===== src/rtl/toki_seibu_pkg.sv =====
// Shared offsets and vector constants for the Toki 68K <-> Seibu Z80 mailbox.
package toki_seibu_pkg;

    typedef enum logic [2:0] {
        MO_M2S0   = 3'd0,
        MO_M2S1   = 3'd1,
        MO_S2M0   = 3'd2,
        MO_S2M1   = 3'd3,
        MO_RST18  = 3'd4,
        MO_PEND   = 3'd5,
        MO_S2MCLR = 3'd6,
        MO_NOP    = 3'd7
    } main_off_e;

    typedef enum logic [4:0] {
        ZO_PEND    = 5'h00,
        ZO_ACK_ALL = 5'h01,
        ZO_ACK10   = 5'h02,
        ZO_ACK18   = 5'h03,
        ZO_M2S0    = 5'h10,
        ZO_M2S1    = 5'h11,
        ZO_M2SPEND = 5'h12,
        ZO_S2M0    = 5'h18,
        ZO_S2M1    = 5'h19
    } z80_off_e;

    localparam logic [7:0] VEC_RST10_DEF = 8'hD7;
    localparam logic [7:0] VEC_RST18_DEF = 8'hDF;
    localparam logic [7:0] VEC_IDLE      = 8'hFF;

    // IM0 opcode: each pending RST pulls its bits low, so both pending yields RST10.
    function automatic logic [7:0] irq_vector(input logic       r10,
                                              input logic       r18,
                                              input logic [7:0] v10,
                                              input logic [7:0] v18);
        return VEC_IDLE & (r10 ? v10 : VEC_IDLE) & (r18 ? v18 : VEC_IDLE);
    endfunction

endpackage


===== src/rtl/toki_irq_sched.sv =====
// Z80 interrupt request bookkeeping: YM edge detect, RST10/RST18 requests, INT_n and IM0 vector.
module toki_irq_sched
    import toki_seibu_pkg::*;
#(
    parameter logic [7:0] VEC_RST10 = VEC_RST10_DEF,
    parameter logic [7:0] VEC_RST18 = VEC_RST18_DEF
) (
    input  logic       clk,
    input  logic       rst,
    input  logic       ym_irq,
    input  logic       rst18_set,
    input  logic       rst10_clr,
    input  logic       rst18_clr,
    output logic       int_n,
    output logic [7:0] vector
);

    logic       ym_q;
    logic       rst10_q, rst10_d;
    logic       rst18_q, rst18_d;
    logic [7:0] vector_q, vector_d;
    logic       int_n_q, int_n_d;
    logic       ym_rise;

    assign ym_rise = ym_irq & ~ym_q;

    // Set is applied after clear so a coincident ack never loses a request.
    always_comb begin
        rst10_d = rst10_q;
        rst18_d = rst18_q;
        if (rst10_clr) rst10_d = 1'b0;
        if (ym_rise)   rst10_d = 1'b1;
        if (rst18_clr) rst18_d = 1'b0;
        if (rst18_set) rst18_d = 1'b1;
        vector_d = irq_vector(rst10_q, rst18_q, VEC_RST10, VEC_RST18);
        int_n_d  = (vector_d == VEC_IDLE);
    end

    always_ff @(posedge clk) begin
        if (rst) begin
            ym_q     <= 1'b0;
            rst10_q  <= 1'b0;
            rst18_q  <= 1'b0;
            vector_q <= VEC_IDLE;
            int_n_q  <= 1'b1;
        end else begin
            ym_q     <= ym_irq;
            rst10_q  <= rst10_d;
            rst18_q  <= rst18_d;
            vector_q <= vector_d;
            int_n_q  <= int_n_d;
        end
    end

    assign int_n  = int_n_q;
    assign vector = vector_q;

endmodule


===== src/rtl/toki_seibu_comms.sv =====
// 68K <-> Seibu Z80 mailbox: byte latches, pending flags, decode and read muxes.
module toki_seibu_comms
    import toki_seibu_pkg::*;
#(
    parameter logic [7:0] VEC_RST10 = VEC_RST10_DEF,
    parameter logic [7:0] VEC_RST18 = VEC_RST18_DEF
) (
    input  logic        clk,
    input  logic        rst,
    input  logic        main_cs,
    input  logic        main_we,
    input  logic [2:0]  main_addr,
    input  logic [7:0]  main_din,
    output logic [15:0] main_dout,
    input  logic        z80_cs,
    input  logic        z80_we,
    input  logic [4:0]  z80_addr,
    input  logic [7:0]  z80_din,
    output logic [7:0]  z80_dout,
    input  logic        ym_irq,
    output logic        z80_int_n,
    output logic [7:0]  z80_vector,
    output logic [7:0]  m2s_0,
    output logic [7:0]  m2s_1
);

    logic        main_wr_q, z80_wr_q;
    logic        main_wev, z80_wev;
    logic [7:0]  m2s_0_q, m2s_1_q, s2m_0_q, s2m_1_q;
    logic        m2s_pend_q, m2s_pend_d;
    logic        s2m_pend_q, s2m_pend_d;
    logic [15:0] main_dout_q;
    logic [7:0]  z80_dout_q;
    logic [7:0]  main_rdata, z80_rdata;

    logic m2s0_we, m2s1_we, rst18_set, s2m_clr;
    logic s2m0_we, s2m1_we, m2s_clr, s2m_set, rst10_clr, rst18_clr;

    // One event per access: only the cycle where cs&we first rises acts.
    assign main_wev = main_cs & main_we & ~main_wr_q;
    assign z80_wev  = z80_cs & z80_we & ~z80_wr_q;

    always_comb begin
        m2s0_we   = 1'b0;
        m2s1_we   = 1'b0;
        rst18_set = 1'b0;
        s2m_clr   = 1'b0;
        if (main_wev) begin
            case (main_off_e'(main_addr))
                MO_M2S0:   m2s0_we   = 1'b1;
                MO_M2S1:   m2s1_we   = 1'b1;
                MO_RST18:  rst18_set = 1'b1;
                MO_S2MCLR: s2m_clr   = 1'b1;
                default: ;
            endcase
        end
    end

    always_comb begin
        s2m0_we   = 1'b0;
        s2m1_we   = 1'b0;
        m2s_clr   = 1'b0;
        s2m_set   = 1'b0;
        rst10_clr = 1'b0;
        rst18_clr = 1'b0;
        if (z80_wev) begin
            case (z80_off_e'(z80_addr))
                ZO_PEND: begin
                    m2s_clr = 1'b1;
                    s2m_set = 1'b1;
                end
                ZO_ACK_ALL: begin
                    rst10_clr = 1'b1;
                    rst18_clr = 1'b1;
                end
                ZO_ACK10: rst10_clr = 1'b1;
                ZO_ACK18: rst18_clr = 1'b1;
                ZO_S2M0:  s2m0_we   = 1'b1;
                ZO_S2M1:  s2m1_we   = 1'b1;
                default: ;
            endcase
        end
    end

    always_comb begin
        m2s_pend_d = rst18_set ? 1'b1 : (m2s_clr ? 1'b0 : m2s_pend_q);
        s2m_pend_d = s2m_set   ? 1'b1 : (s2m_clr ? 1'b0 : s2m_pend_q);
    end

    always_comb begin
        main_rdata = '0;
        case (main_off_e'(main_addr))
            MO_S2M0: main_rdata = s2m_0_q;
            MO_S2M1: main_rdata = s2m_1_q;
            MO_PEND: main_rdata = {7'd0, s2m_pend_q};
            default: main_rdata = '0;
        endcase
    end

    always_comb begin
        z80_rdata = '1;
        case (z80_off_e'(z80_addr))
            ZO_M2S0:    z80_rdata = m2s_0_q;
            ZO_M2S1:    z80_rdata = m2s_1_q;
            ZO_M2SPEND: z80_rdata = {7'd0, m2s_pend_q};
            default:    z80_rdata = '1;
        endcase
    end

    always_ff @(posedge clk) begin
        if (rst) begin
            main_wr_q   <= 1'b0;
            z80_wr_q    <= 1'b0;
            m2s_0_q     <= '0;
            m2s_1_q     <= '0;
            s2m_0_q     <= '0;
            s2m_1_q     <= '0;
            m2s_pend_q  <= 1'b0;
            s2m_pend_q  <= 1'b0;
            main_dout_q <= '0;
            z80_dout_q  <= '0;
        end else begin
            main_wr_q  <= main_cs & main_we;
            z80_wr_q   <= z80_cs & z80_we;
            m2s_pend_q <= m2s_pend_d;
            s2m_pend_q <= s2m_pend_d;
            if (m2s0_we) m2s_0_q <= main_din;
            if (m2s1_we) m2s_1_q <= main_din;
            if (s2m0_we) s2m_0_q <= z80_din;
            if (s2m1_we) s2m_1_q <= z80_din;
            if (main_cs) main_dout_q <= {8'h00, main_rdata};
            if (z80_cs)  z80_dout_q  <= z80_rdata;
        end
    end

    toki_irq_sched #(
        .VEC_RST10 (VEC_RST10),
        .VEC_RST18 (VEC_RST18)
    ) u_irq (
        .clk       (clk),
        .rst       (rst),
        .ym_irq    (ym_irq),
        .rst18_set (rst18_set),
        .rst10_clr (rst10_clr),
        .rst18_clr (rst18_clr),
        .int_n     (z80_int_n),
        .vector    (z80_vector)
    );

    assign main_dout = main_dout_q;
    assign z80_dout  = z80_dout_q;
    assign m2s_0     = m2s_0_q;
    assign m2s_1     = m2s_1_q;

endmodule


===== config.mk =====
export PLATFORM = sky130hd
export DESIGN_NAME = toki_seibu_comms
export DESIGN_NICKNAME = d
export VERILOG_FILES = /design/src/rtl/toki_seibu_pkg.sv /design/src/rtl/toki_irq_sched.sv /design/src/rtl/toki_seibu_comms.sv
export SDC_FILE = /design/constraint.sdc
export NUM_CORES = 1
export LEC_CHECK = 0
export BUFFER_PORTS_ARGS = -buffer_cell sky130_fd_sc_hd__buf_2
export CORE_AREA = 5 5 88 90
export DETAILED_ROUTE_END_ITERATION = 7
export DIE_AREA = 0 0 93 95
export PLACE_DENSITY = 0.71
export SETUP_SLACK_MARGIN = 0.2
export SLEW_MARGIN = 20
export SYNTH_ARGS = -nofsm -noshare
export SYNTH_HDL_FRONTEND = slang
export SYNTH_SLANG_ARGS = --single-unit
export TNS_END_PERCENT = 100

===== constraint.sdc =====
create_clock -name clk -period 2 [get_ports clk]
set_input_delay 0.3 -clock clk [delete_from_list [all_inputs] [get_ports clk]]
set_output_delay 0.3 -clock clk [all_outputs]
set_load 0.02 [all_outputs]

==> metrics.yaml <==
status:
  outcome: "finished clean"
pwr:
  switching_share_pct: 26.0
  p_per_area_nw_per_um2: 785
  leakage_nw: 1.30
  p_int_w: 0.00185
  p_switching_w: 0.000650
  pwr-share-comb_pct: 10.5
  seq_power_share_pct: 46.9
  pwr-share-clk_pct: 42.6
  irDropWorstVdd_mv: 0.364
cts:
  cts_root_buf: "clkbuf_8"
  clock_latency_ps: 340
  holdBufCountCts: 0
  clock-sinks: 57
  cts_setup_buffers: 0
  cts_tree: "built"
  path_clk_slew_ps: 70
  ctsResizeCount: 0
  clockBufferDepth: 2
  numCtsBuffers: 9
  cts_htree_levels: 3
drt:
  wirelength_um: 6690
  drc: 0
  wire_per_inst_um: 15.1
  ant_nets: 0
  dr.pass1.iters: 4
  via_per_inst: 5.25
  drt_iter0_drc: 187
  vias: 2329
logic_synthesis:
  synth_largest_type_area_fraction_pct: 42.5
  yosys_warnings: 0
  synthArstFlopShare_pct: 0
  synth_top_area_cell: "dfxtp_1"
  postSynthCellCount: 302
  synth_seq_cells: 57
  synth_area_um2: 2690
  ys_seq_area_share_pct: 42.5
  synth_top_family_by_area: "simple AND/OR/NAND/NOR gates"
  muxShareOfSynthArea_pct: 9.64
  synth_compound_area_share_pct: 15.0
  netlist-cell-type-count: 42
  netlist_top_cells_area: "dfxtp_1, a21oi_1, mux2_2"
  synth_edf_count: 0
  synthAdderAreaFrac_pct: 0
  syn_area_per_cell_um2: 8.90
  synthSimpleGateAreaFrac_pct: 23.3
  synthXorXnorAreaFrac_pct: 0.326
  ys.flop_type: "dfxtp_1"
timing:
  maxSlewHeadroom_pct: 60.2
  setup_viol: 0
  hold_viol: 0
  tns_ps: 0
  slew_viol_final: 0
  rsz0062_at_grt: "false"
  fin_skew_ps: 7.88
  worst_pin_slew_ps: 595
  fin_crit_ps: 1610
  finalCritPeriodShare_pct: 80.6
  timing.fmax_ghz: 0.620
  setup_slack_ps: 388
layout:
  fin_area_um2: 3190
  final_cell_mix: "buf_2, dfxtp_1, a21oi_1"
  drive_gt1_share_pct: 29.8
  final_common_cell: "buf_2"
  nNetsFinal: 388
  antennaDiodeCount: 0
  syn_to_final_growth_pct: 18.8
floorplanning:
  die_x_um: 93
  rows: 31
  start_util_pct: 38.5
  die_h_um: 95
  ioPinCount: 80
  design.core.area_um2: 6980
  die_area_um2: 8840
global_route:
  grt_max_degree: 32
  grt_usage_pct: 15.3
  grt_use_met3_pct: 4.54
  grt_pass1_vias: 2202
  antenna_found_initial: 0
  use_met1_pct: 19.8
  grt.overflow.total: 0
  top_usage_layer: "met2"
  grt_pass1_wl_um: 10600
  grtUsageMet2_pct: 23.2
setup_path:
  r2r_end: "m2s_0[2]$_SDFFE_PP0P_"
  cp_max_fo: 9
  cpMaxStageDelayCell: "or3b_1"
  rr_worst_depth: 4
  slowest_delay_ps: 510
  cp_cell_sequence: "or3b_1 -> nor4b_4 -> buf_4 -> mux2i_1"
  setup.worst_path.class: "reg -> reg"
  critPathLaunchType: "register"
  worst_ep_arrival_time_ps: 1880
  endpoint_kind: "register"
  reg2reg_from: "main_wr_q$_SDFF_PP0_"
  path_buf_inv: 1
  crit_family: "simple AND/OR/NAND/NOR gates"
  required_ps: 2270
  rrSetupSlack_ps: 390
placement:
  dpl-instance-area_um2: 2990
  pre_cts_ws_ps: 266
  placement.io_buffers: 65
  place.gp.congestion: 0.826
  place_hpwl_um: 4770
min_path:
  holdCritPathClass: "in -> reg"
  hold_depth: 3
  hold_end: "main_wr_q$_SDFF_PP0_"
  min_from: "main_we"
flow_run:
  max_cap_violations: 0
worst min-delay path, stage by stage:
cell	delay (ps)
buf_2	120
nand2_1	60
nor2_1	30
stage by stage:
step	power [W]	std cells	util (%)	hold slack, ps
6_report	0.00250	444	45.7	215
5_1_grt	0.00260	444	45.7	224
4_1_cts	0.00252	444	45.7	201
3_5_place_dp	0.00146	428	42.9	422
3_3_place_gp	0.00146	428	42.9	435
2_1_floorplan	0.00139	314	-	392
flip-flops by register name, summed over array words and instances, names as in the netlist, 8 cells and up:
signal,cells
s2m_1_q,8
s2m_0_q,8
z80_dout,8
m2s_0,8
main_dout,8
m2s_1,8
routing by layer:
layer	part of all wire, %	vias up
met4	2.1	0
met3	5.3	13
met1	47	1100
met5	0	-
met2	45	63
li1	-	1153
power by group through the flow:
stage	Clock (W)	Combinational, W	Sequential [W]
floorplan	0	0.000166	0.00122
global placement	0	0.000258	0.00120
detailed placement	0	0.000261	0.00120
CTS	0.00109	0.000261	0.00117
global route	0.00113	0.000285	0.00118
finish	0.00107	0.000262	0.00117
cells in the mapped netlist, drive strengths merged, types with 2 or more instances:
cell type / n
dfxtp: 57
a21oi: 36
buf: 25
o21ai: 24
nor2: 19
nand2b: 17
nand4: 17
clkbuf: 15
mux2: 15
nand2: 11
nor2b: 10
mux2i: 9
nand3: 9
a211oi: 7
and3b: 3
inv: 3
and4b: 2
conb: 2
nand3b: 2
nand4b: 2
nor4b: 2
o41ai: 2
worst max path at each step:
stage,to,from,depth (start not counted)
after floorplan,m2s_0[0]$_SDFFE_PP0P_,main_addr[1],5
after global placement,m2s_0[1]$_SDFFE_PP0P_,main_addr[1],5
after detailed placement,m2s_0[2]$_SDFFE_PP0P_,main_addr[1],5
after CTS,m2s_0[2]$_SDFFE_PP0P_,main_wr_q$_SDFF_PP0_,4
after global routing,m2s_0[1]$_SDFFE_PP0P_,main_wr_q$_SDFF_PP0_,4
final,m2s_0[2]$_SDFFE_PP0P_,main_wr_q$_SDFF_PP0_,4
layout make-up:
cell class | count | area, um2
tap | 82 | 103
multi-input combinational | 214 | 1350
clock buffer | 11 | 141
timing repair buffer | 72 | 390
inverter | 3 | 11.3
sequential | 57 | 1140
fill | 705 | 3790
clock inverter | 5 | 55.1
kinds of logic after synthesis:
| logic type | after synthesis |
|---|---|
| flops | 57 |
| xor+xnor | 1 |
| simple gates | 102 |
| compound gates | 73 |
| buf+inv | 43 |
| mux | 24 |
| other cells | 2 |
No activity file was read; power rests on OpenSTA's default activity.
